--- src/rtl/seq_det_pkg.sv ---
// Shared types and helpers for the serial pattern detector.
package seq_det_pkg;

  typedef enum logic [1:0] {
    ST_DISABLED = 2'd0,
    ST_FILL     = 2'd1,
    ST_HUNT     = 2'd2
  } det_state_t;

  function automatic int len_w(input int max_len);
    return $clog2(max_len + 1);
  endfunction

endpackage

--- src/rtl/sat_counter.sv ---
// Saturating up-counter with sticky saturation flag; clear wins over hold but not over a same-cycle increment.
module sat_counter #(
  parameter int W = 8
) (
  input  logic         clk,
  input  logic         reset,
  input  logic         inc,
  input  logic         clr,
  output logic [W-1:0] count,
  output logic         sat
);

  localparam logic [W-1:0] CNT_MAX = '1;

  always_ff @(posedge clk or posedge reset) begin
    if (reset) begin
      count <= '0;
      sat   <= 1'b0;
    end else if (clr) begin
      count <= inc ? W'(1) : '0;
      sat   <= inc && (W == 1);
    end else if (inc && !sat) begin
      count <= count + W'(1);
      sat   <= (count == CNT_MAX - W'(1));
    end
  end

endmodule

--- src/rtl/seq_pattern_detector.sv ---
// Programmable serial pattern detector with registered match pulse and saturating match counter.
//   state    | meaning
//   DISABLED | en low; history and fill held clear
//   FILL     | collecting the first len bits since enable/config/non-overlap match
//   HUNT     | history holds len valid bits; every beat is compared
module seq_pattern_detector
  import seq_det_pkg::*;
#(
  parameter int                 MAX_LEN     = 8,
  parameter int                 CNT_W       = 8,
  parameter logic [MAX_LEN-1:0] RST_PATTERN = MAX_LEN'(4'b1001),
  parameter int                 RST_LEN     = 4,
  parameter logic               RST_OVERLAP = 1'b1,
  localparam int                LEN_W       = len_w(MAX_LEN)
) (
  input  logic               clk,
  input  logic               reset,
  input  logic               en,
  input  logic               cfg_we,
  input  logic [MAX_LEN-1:0] cfg_pattern,
  input  logic [LEN_W-1:0]   cfg_len,
  input  logic               cfg_overlap,
  output logic               cfg_err,
  input  logic               data_valid,
  input  logic               data_in,
  output logic               detected,
  output logic [CNT_W-1:0]   match_count,
  output logic               count_sat,
  input  logic               clear_count
);

  det_state_t         state;
  logic [MAX_LEN-1:0] pattern_q;
  logic [MAX_LEN-1:0] history_q;
  logic [LEN_W-1:0]   len_q;
  logic [LEN_W-1:0]   fill_q;
  logic               overlap_q;

  logic               cfg_ok;
  logic               beat;
  logic               compare;
  logic               match;
  logic [MAX_LEN-1:0] history_nx;
  logic [MAX_LEN-1:0] mask;
  logic [LEN_W-1:0]   fill_inc;

  assign cfg_ok     = cfg_we && (cfg_len != '0) && (cfg_len <= LEN_W'(MAX_LEN));
  // A config write always steals the data beat of the same cycle.
  assign beat       = en && data_valid && !cfg_we;
  assign history_nx = {history_q[MAX_LEN-2:0], data_in};
  assign fill_inc   = fill_q + LEN_W'(1);
  assign compare    = beat && ((state == ST_HUNT) || (fill_inc >= len_q));
  assign match      = compare && (((history_nx ^ pattern_q) & mask) == '0);

  always_comb begin
    mask = '0;
    for (int i = 0; i < MAX_LEN; i++) begin
      mask[i] = (i < int'(len_q));
    end
  end

  always_ff @(posedge clk or posedge reset) begin
    if (reset) begin
      state     <= ST_DISABLED;
      pattern_q <= RST_PATTERN;
      len_q     <= LEN_W'(RST_LEN);
      overlap_q <= RST_OVERLAP;
      history_q <= '0;
      fill_q    <= '0;
      detected  <= 1'b0;
      cfg_err   <= 1'b0;
    end else begin
      detected <= match;
      cfg_err  <= cfg_we && !cfg_ok;
      if (cfg_ok) begin
        pattern_q <= cfg_pattern;
        len_q     <= cfg_len;
        overlap_q <= cfg_overlap;
        history_q <= '0;
        fill_q    <= '0;
        state     <= en ? ST_FILL : ST_DISABLED;
      end else if (!en) begin
        history_q <= '0;
        fill_q    <= '0;
        state     <= ST_DISABLED;
      end else if (beat) begin
        history_q <= history_nx;
        if (match && !overlap_q) begin
          fill_q <= '0;
          state  <= ST_FILL;
        end else if (compare) begin
          fill_q <= len_q;
          state  <= ST_HUNT;
        end else begin
          fill_q <= fill_inc;
          state  <= ST_FILL;
        end
      end else if (state == ST_DISABLED) begin
        state <= ST_FILL;
      end
    end
  end

  sat_counter #(
    .W(CNT_W)
  ) u_match_cnt (
    .clk  (clk),
    .reset(reset),
    .inc  (match),
    .clr  (clear_count),
    .count(match_count),
    .sat  (count_sat)
  );

endmodule

--- config.mk ---
export PLATFORM = sky130hd
export DESIGN_NAME = seq_pattern_detector
export DESIGN_NICKNAME = d
export VERILOG_FILES = /design/src/rtl/seq_det_pkg.sv /design/src/rtl/sat_counter.sv /design/src/rtl/seq_pattern_detector.sv
export SDC_FILE = /design/constraint.sdc
export NUM_CORES = 1
export LEC_CHECK = 0
export ABC_CLOCK_PERIOD_IN_PS = 6050
export BUFFER_PORTS_ARGS = -buffer_cell sky130_fd_sc_hd__buf_2
export CAP_MARGIN = 10
export CORE_MARGIN = 2
export CORE_UTILIZATION = 42
export CTS_CLUSTER_DIAMETER = 40
export DETAILED_ROUTE_END_ITERATION = 16
export HOLD_SLACK_MARGIN = 0.02
export MAX_ROUTING_LAYER = met4
export PLACE_DENSITY = 0.74
export SETUP_SLACK_MARGIN = 0.1
export SYNTH_ARGS = -nofsm -noshare
export SYNTH_HDL_FRONTEND = slang
export SYNTH_SLANG_ARGS = --single-unit
--- constraint.sdc ---
create_clock -name clk -period 6.05 [get_ports clk]
set_clock_uncertainty 0.2 [all_clocks]
set_input_delay 1.21 -clock clk [delete_from_list [all_inputs] [get_ports clk]]
set_output_delay 1.21 -clock clk [all_outputs]
set_load 0.05 [all_outputs]
-- After elaboration in Yosys (flattened, before gate mapping)
Index checks and enable logic that the tools add are counted.
- register bits after elaboration: 37
- bits of input ports: 20
- logic and storage cells: 66
- add/subtract/negate cells: 2
- magnitude comparators: 10
- equal/unequal tests: 4
- muxes and demuxes: 20
- bitwise logic cells: 2
- reduce and logical (&&, ||, !) cells: 18
- operators by type and width (kind ; number):
    two-way mux 7 bit ; 3
    two-way mux 4 bit ; 5
    less-than comparator 3 x 4 -> 1 bit (first input constant) ; 4
    two-way mux 8 bit ; 2
    two-way mux 2 bit ; 6
    logical AND 1 bit ; 9
    adder 8 x 1 -> 8 bit (second input constant) ; 1
    bitwise AND 8 bit ; 1
    == test 8 bit (second input constant) ; 1
    logical NOT 8 bit ; 1
    less-than comparator 1 x 4 -> 1 bit (first input constant) ; 2
    less-than comparator 2 x 4 -> 1 bit (first input constant) ; 2
    XOR 8 bit ; 1
    adder 4 x 1 -> 4 bit (second input constant) ; 1
    >= comparator 4 bit ; 1
    less-or-equal comparator 4 bit (second input constant) ; 1
    logical NOT 1 bit ; 4
    two-way mux 1 bit ; 4
    inequality test 4 x 1 -> 1 bit (second input constant) ; 1
    nonzero test 4 bit ; 1
    inequality test 3 x 1 -> 1 bit (second input constant) ; 1
    == test 2 bit (second input constant) ; 1
    logical NOT 2 bit ; 1
    nonzero test 2 bit ; 1
    logical OR 1 bit ; 1

-- Depth between registers and ports, before layout
Gate-level depths: netlist of the first run.
- word-level depth: 10
- depth in mapped cells: 7
- mapped depth without buffers: 7

-- By module
Synthesis of the first run repeated with hierarchy kept, for this count alone.
- cells, all modules: 190
- area, all modules: 1898.1 sq um
- modules (own cells, without submodules) (module ; instances ; cells each ; area an instance (sq um) ; seq. area each (sq um)):
    seq_pattern_detector ; 1 ; 142 ; 1437.6 ; 705.7
    sat_counter ; 1 ; 48 ; 460.4 ; 225.2

-- Least setup slack after synthesis of the first run
No wires, ideal clock.
- path type: input to register
- start: input port cfg_we
- end: register u_match_cnt.count[6]
- setup time: 0.128 ns
- data arrival time: 2.406 ns
- required time: 5.722 ns
- slack: 3.317 ns
- cell stages on the path: 6
- path buffers: 1
- cell sequence: inv_2 and3_1 buf_2 o2111ai_1 nor4_1 mux2_1
- cells in the longest elaborated chain, start to end: 6
- RTL lines (item ; line ; RTL):
    start: declaration ; seq_pattern_detector.sv:19 ; input logic cfg_we,
    logical NOT 1 bit ; seq_pattern_detector.sv:49 ; assign beat = en && data_valid && !cfg_we;
    logical AND 1 bit ; seq_pattern_detector.sv:49 ;
    logical AND 1 bit ; seq_pattern_detector.sv:52 ; assign compare = beat && ((state == ST_HUNT) || (fill_inc >= len_q));
    logical AND 1 bit ; seq_pattern_detector.sv:53 ; assign match = compare && (((history_nx ^ pattern_q) & mask) == '0);
    logical AND 1 bit ; sat_counter.sv:22 ; end else if (inc && !sat) begin
    nonzero test 2 bit (no source line) ; - ;
    end signal: assignment ; sat_counter.sv:20 ; count <= inc ? W'(1) : '0;
    end signal: assignment ; sat_counter.sv:23 ; count <= count + W'(1);
    end: declaration ; sat_counter.sv:9 ; output logic [W-1:0] count,
Every way passes these cells.
A chain may end at the register's enable or synchronous reset.

-- Worst setup path after layout of the first run
- start: input port cfg_len[0]
- end: register pattern_q[7]
- cells in the longest elaborated chain, start to end: 3
- elaborated cells between the ends (all ways): 4
- RTL lines (item ; line ; RTL):
    start: declaration ; seq_pattern_detector.sv:21 ; input logic [LEN_W-1:0] cfg_len,
    branches (longest 2 deep; another with less-or-equal comparator 4 bit) ; - ;
    logical AND 1 bit (*) ; seq_pattern_detector.sv:47 ; assign cfg_ok = cfg_we && (cfg_len != '0) && (cfg_len <= LEN_W'(MAX_LEN));
    end signal: assignment ; seq_pattern_detector.sv:76 ; pattern_q <= cfg_pattern;
    end: declaration ; seq_pattern_detector.sv:33 ; logic [MAX_LEN-1:0] pattern_q;
Every way passes the cells marked *.

==> results.py, run 1 <==
metrics = {
    "placed_design": {
        "port_buffers": 30,
        "gp_congestion": 0.8075,
        "dp_hpwl_um": 2869,
    },
    "sta": {
        "worst_slew_pin_slew_ps": 1098,
        "finalSetupTns_ps": 0,
        "fin_crit_sh": 0.4664,
        "rsz0062_at_grt": "false",
        "fmax_mhz": 354.4,
        "finalSetupViolations": 0,
        "whs_ps": 307.6,
        "min_period_ps": 2822,
        "final-max-slew-violation-count": 0,
        "relSlewSlack": 0.2646,
        "hold_violations": 0,
    },
    "cts": {
        "cts_sinks": 37,
        "cts_tree": "yes",
        "path_clk_slew_ps": 80,
        "clk_latency_ps": 290,
        "htreeDepth": 2,
        "post_cts_buffers": 0,
        "numCtsBuffers": 5,
        "cts_resized": 0,
        "cts-root-buf": "clkbuf_8",
        "max-clock-path-buffers": 2,
        "cts_hold_repair.buffers": 0,
    },
    "worst_setup_path": {
        "worstPathMaxFanout": 13,
        "crit_start": "cfg_len[0]",
        "crit_arrival_ps": 2790,
        "cp.required_ps": 6020,
        "startpoint_type": "input port",
        "cpPeakStageDelay_ps": 480,
        "crit_slowest_cell": "nand2_1",
        "path_class": "in2reg",
        "worstSetupEndpointType": "flip-flop",
        "r2r-start": "fill_q[0]",
        "cp_cell_sequence": "buf_2 > nor4_1 > nor2_1 > nand2_1 > mux2_2",
    },
    "yosys": {
        "synth_nets": 224,
        "yosysSeqAreaShare": 0.4539,
        "syn_area_um2": 2051,
        "yosys.area.top_type": "dfrtp_1",
        "synth_area_leaders": "dfrtp_1 40%, mux2_2 6.6%, dfstp_2 5.1%, nand2_1 4.4%, ha_1 4.3%",
        "syn_avg_cell_area_um2": 10.41,
        "yosys_warnings": 0,
        "yosys_most_used_dff": "dfrtp_1",
        "synthDistinctLibCells": 46,
        "postSynthCellCount": 197,
        "synth_edf_count": 0,
        "async_reset_ff_frac": 1.000,
        "synth_seq_cells": 37,
        "yosys.area.top_type_share": 0.4027,
    },
    "status": {
        "outcome": "finished, final reports clean",
    },
    "power_and_ir_drop": {
        "peakVddDrop_v": 0.0001697,
        "p_per_area_nw_per_um2": 266.4,
        "p_leak_uw": 0.001070,
    },
    "final_layout": {
        "fin_nets": 256,
        "layout-drive-gt1-share": 0.2783,
        "final_common_cell": "dfrtp_1",
        "layout-area-overhead-vs-synth_pct": 15.99,
        "final_cell_mix": "33 x dfrtp_1, 30 x buf_2, 24 x nand2_1, 12 x a21oi_1, 12 x mux2_2",
        "fill_cells": 441,
        "diodes": 0,
    },
    "grt": {
        "grt_pass1_wl_um": 6679,
        "antenna_found_initial": 0,
        "grt_pass1_vias": 1439,
        "grt_max_degree": 38,
        "grt_usage": 0.1653,
        "grt_remaining_overflow": 0,
    },
    "detailed_routing": {
        "met1Wirelength_um": 1906,
        "wl_per_cell_um": 13.51,
        "vias_per_cell": 5.266,
        "ant_nets": 0,
        "drt_wl_total_um": 4011,
        "route.met2.wl_um": 1930,
        "highest_layer": "met4",
        "detail_route.iter0.violations": 95,
        "dr.pass1.iters": 4,
        "wl_met3_um": 124,
        "drcViolationCount": 0,
        "vias": 1564,
    },
    "floorplan": {
        "die_area_um2": 5458,
        "rows": 25,
        "die_h_um": 73.88,
        "core_um2": 4723,
        "io-pin-count": 31,
        "start_util": 0.4342,
        "die_w_um": 73.88,
    },
    "flow_run": {
        "max-cap-violations": 0,
    },
    "min_path": {
        "hold_start": "state[1]",
        "min_path_type": "reg2reg",
    },
}
[area by class of cell]
class	count	area, µm²	area share
clock inverters	2	37.54	0.01578
inverters	9	33.78	0.01420
well taps	67	83.83	0.03524
multi-input cells	144	1045	0.4392
flip-flops and latches	37	930.9	0.3914
clock buffers	6	82.58	0.03472
repair buffers	32	165.2	0.06944
[per-stage QoR]
stage	instance area (µm²)	cells	setup WS, ps	util	total power (µW)
6_report	2379	297	3228	0.5036	633.6
5_1_grt	2379	297	3106	0.5036	664.4
4_1_cts	2379	297	3233	0.5036	637.8
3_5_place_dp	2258	289	2935	0.4781	414.5
3_3_place_gp	2258	289	2990	0.4781	410.6
2_1_floorplan	2051	197	3317	-	384.6
[state kept, by name, indices dropped and copies added (netlist names)]
register           flops
pattern_q              8
u_match_cnt.count      8
history_q              7
fill_q                 4
len_q                  4
state                  2
cfg_err                1
detected               1
overlap_q              1
u_match_cnt.sat        1
[worst max-delay path: cells and delay by family]
family | cells | cell delay, ps
buffers and inverters | 1 | 120
AND/OR/NAND/NOR | 3 | 1060
multiplexers | 1 | 400
[per-layer routing]
layer | track usage | up-vias
met5 | - | -
met4 | 0.04242 | 0
met3 | 0.04527 | 6
met2 | 0.2589 | 22
met1 | 0.2126 | 755
li1 | - | 781
[worst paths after layout]
| check | endpoint | slack [ps] | depth (start not counted) |
|---|---|---|---|
| worst max-delay path | pattern_q[7] | 3230 | 5 |
| worst min-delay path | state[1] | 310 | 2 |
| worst max register to register | u_match_cnt.count[2] | 3310 | 7 |
| worst min register to register | state[1] | 310 | 2 |
| max in group asynchronous | pattern_q[0] | 4490 | 3 |
| min in group asynchronous | u_match_cnt.sat | 810 | 3 |
[cell usage after synthesis, drive strengths merged (3+ instances only)]
master   n
a21oi   12
and3     4
buf      5
dfrtp   33
dfstp    4
ha       7
inv      9
mux2    19
nand2   24
nand3    4
nor2    11
nor2b    8
nor3     3
nor4     9
o21ai    6
o221ai   4
xnor2    4
xor2     6
[cells by family after synthesis]
| group | Yosys count | share of synthesized area |
|---|---|---|
| flip-flops | 37 | 0.4539 |
| AO/OA/AOI/OAI | 38 | 0.1373 |
| XOR/XNOR | 10 | 0.04271 |
| AND/OR/NAND/NOR | 70 | 0.1824 |
| buffers and inverters | 16 | 0.03661 |
| multiplexers | 19 | 0.1043 |
| adder cells (fa/ha/maj) | 7 | 0.04271 |
[power by group]
part | switching, µW | internal (µW)
Sequential | 21.1 | 270
Clock | 89.5 | 134
Combinational | 70.1 | 49.4
Total | 181 | 453
(Power assumes the default switching activity.)
==> run 2, diff against run 1 <==
ABC_AREA = 1   (was default)
ABC_CLOCK_PERIOD_IN_PS = 2400   (was 6050)
PLACE_DENSITY = 0.76   (was 0.74)
clock period = 2.4 ns   (was 6.05 ns; I/O delays follow)
==> run 2 against run 1 <==
Wire length grew 7.1%. Die area grew 2.1%. Synthesized cell count grew 43%. Power grew 120%. Sequential power grew 140%. Hold slack lost 210 ps. Utilization grew 1.3 points. Register-to-register slack lost 3100 ps. Final cell count grew 30%. Critical path depth grew 7. Clock power grew 81%. Largest cell class unchanged.
==> results.py, run 2 <==
metrics = {
    "sta": {
        "setup_ws_ps": 225.2,
        "worst_slew_pin_slew_ps": 464.9,
        "rsz0062_at_grt": "false",
        "finalSetupViolations": 0,
        "fin_crit_sh": 0.9062,
        "hold_violations": 0,
        "fmax_mhz": 459.8,
        "finalSetupTns_ps": 0,
        "relSlewSlack": 0.6901,
        "final-max-slew-violation-count": 0,
        "min_period_ps": 2175,
    },
    "floorplan": {
        "die_w_um": 74.66,
        "die_h_um": 74.66,
        "start_util": 0.4411,
        "die_area_um2": 5574,
        "io-pin-count": 31,
        "core_um2": 4755,
        "rows": 25,
    },
    "final_layout": {
        "multi_input_area_um2": 984.7,
        "final_cell_mix": "98 x nand2_1, 43 x inv_1, 33 x dfrtp_1, 30 x buf_2, 18 x nand3_1",
        "seqCellArea_um2": 930.9,
        "fill_cells": 487,
        "layout-area-overhead-vs-synth_pct": 17.06,
        "final_common_cell": "nand2_1",
        "layout-drive-gt1-share": 0.1844,
        "fin_nets": 346,
        "fin_area_um2": 2455,
        "diodes": 0,
        "biggestRegsByFlops": "pattern_q x8, u_match_cnt.count x8, history_q x7",
    },
    "power_and_ir_drop": {
        "p_int_uw": 986.0,
        "clockPowerShare": 0.286,
        "p_sw_uw": 427.3,
        "p_per_area_nw_per_um2": 575.7,
        "power_frac_comb": 0.210,
        "p_leak_uw": 0.001394,
        "power.sequential.fraction": 0.504,
        "peakVddDrop_v": 0.0002756,
        "swShare": 0.3023,
    },
    "yosys": {
        "yosys.area.top_type_share": 0.3938,
        "netlist_top_cells_count": "100 x nand2_1, 44 x inv_1, 33 x dfrtp_1, 18 x nand3_1, 17 x o21ai_0",
        "yosysSeqAreaShare": 0.4439,
        "yosys.area.top_type": "dfrtp_1",
        "syn_avg_cell_area_um2": 7.463,
        "syn_area_um2": 2097,
        "async_reset_ff_frac": 1.000,
        "postSynthCellCount": 281,
        "yosysMostFrequentCell": "nand2_1",
        "synth_seq_cells": 37,
        "synth_edf_count": 0,
        "yosys_most_used_dff": "dfrtp_1",
        "synth_area_leaders": "dfrtp_1 39%, nand2_1 18%, inv_1 7.9%, dfstp_2 5.0%, nand3_1 4.3%",
        "synth_nets": 308,
        "yosys_warnings": 0,
        "synthDistinctLibCells": 25,
    },
    "placed_design": {
        "postPlaceCellArea_um2": 2337,
        "preCtsSetupSlack_ps": 135.1,
        "dp_hpwl_um": 3143,
        "port_buffers": 30,
        "gp_congestion": 0.9351,
    },
    "worst_setup_path": {
        "path_class": "reg2reg",
        "startpoint_type": "flip-flop",
        "crit_start": "fill_q[0]",
        "worstPathMaxFanout": 8,
        "cp.required_ps": 2370,
        "worstSetupEndpointType": "flip-flop",
        "crit_arrival_ps": 2150,
        "r2r-start": "fill_q[0]",
    },
    "detailed_routing": {
        "ant_nets": 0,
        "drt_wl_total_um": 4297,
        "wl_per_cell_um": 11.10,
        "vias_per_cell": 4.703,
        "drcViolationCount": 0,
        "detail_route.iter0.violations": 151,
        "vias": 1820,
        "dr.pass1.iters": 4,
    },
    "grt": {
        "antenna_found_initial": 0,
        "grt_pass1_vias": 1727,
        "grt_usage": 0.1801,
        "grt_remaining_overflow": 0,
        "grt_pass1_wl_um": 7396,
        "grt_max_degree": 38,
    },
    "cts": {
        "htreeDepth": 2,
        "cts_hold_repair.buffers": 0,
        "max-clock-path-buffers": 2,
        "clk_latency_ps": 280,
        "cts_tree": "yes",
        "cts_sinks": 37,
        "numCtsBuffers": 5,
        "cts-root-buf": "clkbuf_8",
        "path_clk_slew_ps": 70,
    },
    "status": {
        "outcome": "finished, final reports clean",
    },
    "min_path": {
        "min_path_type": "in2async",
    },
    "flow_run": {
        "max-cap-violations": 0,
    },
}
run 2: changes by cell type in the layout (fill, tap and decap cells not counted), sizes merged, moves of 10 or more:
cell and change:
mux2 -19, inv +37, o21ai +11, nand3 +16, a21oi -10, nand2 +78
run 2: area by class of cell:
cell class,count,share of cell area
clock buffer,8,0.03262
inverter,47,0.07187
multi-input combinational,192,0.4011
sequential,37,0.3792
tap,67,0.03415
timing repair buffer,36,0.08104
run 2: cell families after synthesis:
kind of cell	after synthesis	synth area share
AO/OA/AOI/OAI	29	0.07577
XOR/XNOR	8	0.03341
adder cells (fa/ha/maj)	7	0.04176
buffers and inverters	52	0.09905
flip-flops	37	0.4439
AND/OR/NAND/NOR	148	0.3061
run 2: critical path, cell delays in order (launching register included):
cell and delay, ps:
dfrtp_1 420, ha_1 220, xor2_1 160, ha_1 280
nand2_1 50, inv_1 70, nand2_1 80, nand2_2 110
nand2_4 90, inv_2 90, nand3_4 130, nand3_1 110
nand2_1 60
run 2: stage by stage:
step                hold slack, ps  std cells  power (µW)    util
finish                       94.26        387        1413  0.5163
global route                 136.7        387        1497  0.5163
CTS                          101.3        386        1414  0.5100
detailed placement           283.7        378       999.8  0.4916
global placement             276.1        378       989.5  0.4916
floorplan                    249.5        281       921.6       -
run 2: power groups by stage:
| stage | logic [µW] | clock network (µW) | registers (µW) |
|---|---|---|---|
| 5_1_grt | 343 | 437 | 717 |
| 3_3_place_gp | 269 | 0 | 720 |
| 2_1_floorplan | 203 | 0 | 719 |
| 6_report | 297 | 404 | 712 |
| 3_5_place_dp | 277 | 0 | 723 |
| 4_1_cts | 284 | 419 | 712 |
run 2: worst paths after layout:
check	to	slack (ps)	cells after the start
min in group clk	pattern_q[2]	200	3
setup reg to reg	u_match_cnt.count[6]	230	12
max in group asynchronous	len_q[2]	1560	3
hold / removal	cfg_err	90	3
hold reg to reg	state[0]	300	2
setup / recovery	u_match_cnt.count[6]	230	12
run 2: repair_timing:
action,in CTS,in global routing
setup buffers,0,1
endpoints found under the setup margin,7,16
resized for setup,1,8
run 2: layer usage:
metal | part of all wire | track usage
met3 | 0.033 | 0.03481
met2 | 0.44 | 0.2625
met1 | 0.51 | 0.2447
met4 | 0.017 | 0.07937
met5 | 0 | -
==> run 3, diff against run 2 <==
CELL_PAD_IN_SITES_DETAIL_PLACEMENT = 1   (was default)
CELL_PAD_IN_SITES_GLOBAL_PLACEMENT = 1   (was default)
CORE_UTILIZATION = 37   (was 42)
PLACE_DENSITY = 0.87   (was 0.76)
==> run 3 against run 2 <==
Power up 17%. Setup slack worse by 96 ps. Clock power up 40%. Sequential share of layout area fell by 1.8 points. Via count rose by 10%. Final cell count is 2.1% higher. Largest power group unchanged.
==> results.py, run 3 (synthesized netlist as in run 2, its figures left out) <==
metrics = {
    "worst_setup_path": {
        "cp_cell_sequence": "nand3_1 > xnor2_1 > ha_1 > a21oi_2 > nand2_4 > nand2_8 > nand3_1 > o21ai_0 > nand2_1 > nand2_1",
        "worstSetupEndpointType": "flip-flop",
        "cpPeakStageDelay_ps": 420,
        "path_class": "reg2reg",
        "critPathBufInv": 0,
        "startpoint_type": "flip-flop",
        "r2r_slack_ps": 130,
        "r2r_end": "fill_q[3]",
        "crit_arrival_ps": 2310,
        "crit_slowest_cell": "dfrtp_1",
        "cp.required_ps": 2440,
        "path_delay_family": "simple AND/OR/NAND/NOR gates",
        "worstPathMaxFanout": 6,
        "reg2regPathDepth": 10,
        "r2r-start": "fill_q[0]",
    },
    "grt": {
        "grt_pass1_wl_um": 9604,
        "grt_pass1_vias": 2148,
        "grt_max_degree": 38,
        "grt_remaining_overflow": 0,
        "grt_usage": 0.2043,
        "antenna_found_initial": 0,
    },
    "sta": {
        "fmax_mhz": 440.3,
        "relSlewSlack": 0.6591,
        "worst_slew_pin_slew_ps": 510.7,
        "finalSetupViolations": 0,
        "fin_crit_sh": 0.9463,
        "final-max-slew-violation-count": 0,
        "hold_violations": 0,
        "min_period_ps": 2271,
    },
    "cts": {
        "cts_sinks": 37,
        "clk_latency_ps": 300,
        "cts-root-buf": "clkbuf_8",
        "cts_hold_repair.buffers": 0,
        "numCtsBuffers": 5,
        "max-clock-path-buffers": 2,
        "htreeDepth": 2,
        "path_clk_slew_ps": 70,
        "cts_tree": "yes",
    },
    "detailed_routing": {
        "ant_nets": 0,
        "drt_wl_total_um": 6072,
        "drcViolationCount": 0,
        "wl_per_cell_um": 15.37,
        "dr.pass1.iters": 5,
        "vias": 2007,
        "detail_route.iter0.violations": 106,
        "vias_per_cell": 5.081,
    },
    "final_layout": {
        "diodes": 0,
        "final_cell_mix": "95 x nand2_1, 42 x inv_1, 32 x dfrtp_1, 30 x buf_2",
        "fill_cells": 693,
        "seqCellArea_um2": 932.1,
        "layout-area-overhead-vs-synth_pct": 22.91,
        "fin_area_um2": 2577,
        "final_common_cell": "nand2_1",
        "layout-drive-gt1-share": 0.2260,
        "multi_input_area_um2": 1039,
        "fin_nets": 349,
        "biggestRegsByFlops": "pattern_q x8, u_match_cnt.count x8, history_q x7",
    },
    "power_and_ir_drop": {
        "peakVddDrop_v": 0.0002959,
        "p_per_area_nw_per_um2": 639.9,
        "total_power_uw": 1649,
        "p_leak_uw": 0.001421,
    },
    "flow_run": {
        "max-cap-violations": 0,
    },
    "placed_design": {
        "postPlaceCellArea_um2": 2344,
        "port_buffers": 30,
        "dp_hpwl_um": 3997,
        "gp_congestion": 0.8902,
    },
    "floorplan": {
        "core_um2": 5507,
        "die_w_um": 79.29,
        "die_h_um": 79.29,
        "rows": 27,
        "die_area_um2": 6286,
        "io-pin-count": 31,
        "start_util": 0.3808,
    },
    "min_path": {
        "min_path_type": "in2async",
    },
    "status": {
        "outcome": "finished, final reports clean",
    },
}
-- run 3: layout make-up --
| class | count | share of cell area |
|---|---|---|
| sequential | 37 | 0.3617 |
| clock buffer | 7 | 0.03350 |
| tap | 72 | 0.03495 |
| multi-input combinational | 192 | 0.4029 |
| timing repair buffer | 39 | 0.08592 |
| inverter | 47 | 0.06942 |
| clock inverter | 1 | 0.01165 |
-- run 3: tightest hold or removal path, cell delays in order --
cell   delay [ps]
buf_2          90
inv_1          40
buf_4         400
-- run 3: worst max-delay path by stage --
stage | start | to | slack [ps] | cells past startpoint
finish | fill_q[0] | fill_q[3] | 130 | 10
detailed placement | fill_q[0] | u_match_cnt.count[6] | 30 | 12
floorplan | fill_q[0] | u_match_cnt.count[4] | 330 | 12
global route | fill_q[0] | fill_q[3] | -20 | 10
global placement | fill_q[0] | state[1] | 200 | 9
CTS | fill_q[1] | state[1] | 100 | 11
-- run 3: per-stage QoR --
| stage | setup TNS (ps) | setup slack (ps) | hold WS, ps | util | instances |
|---|---|---|---|---|---|
| floorplan | 0 | 334.4 | 249.5 | - | 281 |
| global route | -21.60 | -21.60 | 123.0 | 0.4681 | 395 |
| finish | 0 | 128.8 | 79.98 | 0.4681 | 395 |
| global placement | 0 | 201.1 | 269.9 | 0.4256 | 383 |
| CTS | 0 | 98.78 | 93.35 | 0.4506 | 392 |
| detailed placement | 0 | 32.40 | 289.6 | 0.4256 | 383 |
-- run 3: repair_timing --
action,4_1_cts,5_1_grt
buffers inserted,1,2
pin swaps,0,7
resized for setup,3,22
cloned,0,1
setup endpoints to repair,15,16
-- run 3: per-layer routing --
metal	routed length [µm]	part of all wire	vias to the layer above	global-route usage
met1	2639	0.43	971	0.2431
met3	217	0.036	23	0.04318
met5	0	0	-	-
met2	2983	0.49	46	0.3314
li1	-	-	967	-
met4	231	0.038	0	0.09828
-- run 3: where the power goes --
part           total (µW)  switching [µW]  internal (µW)  leakage [µW]
Combinational         369             238            131      0.000881
Clock                 566             227            339     0.0000585
Sequential            715            40.5            674      0.000481
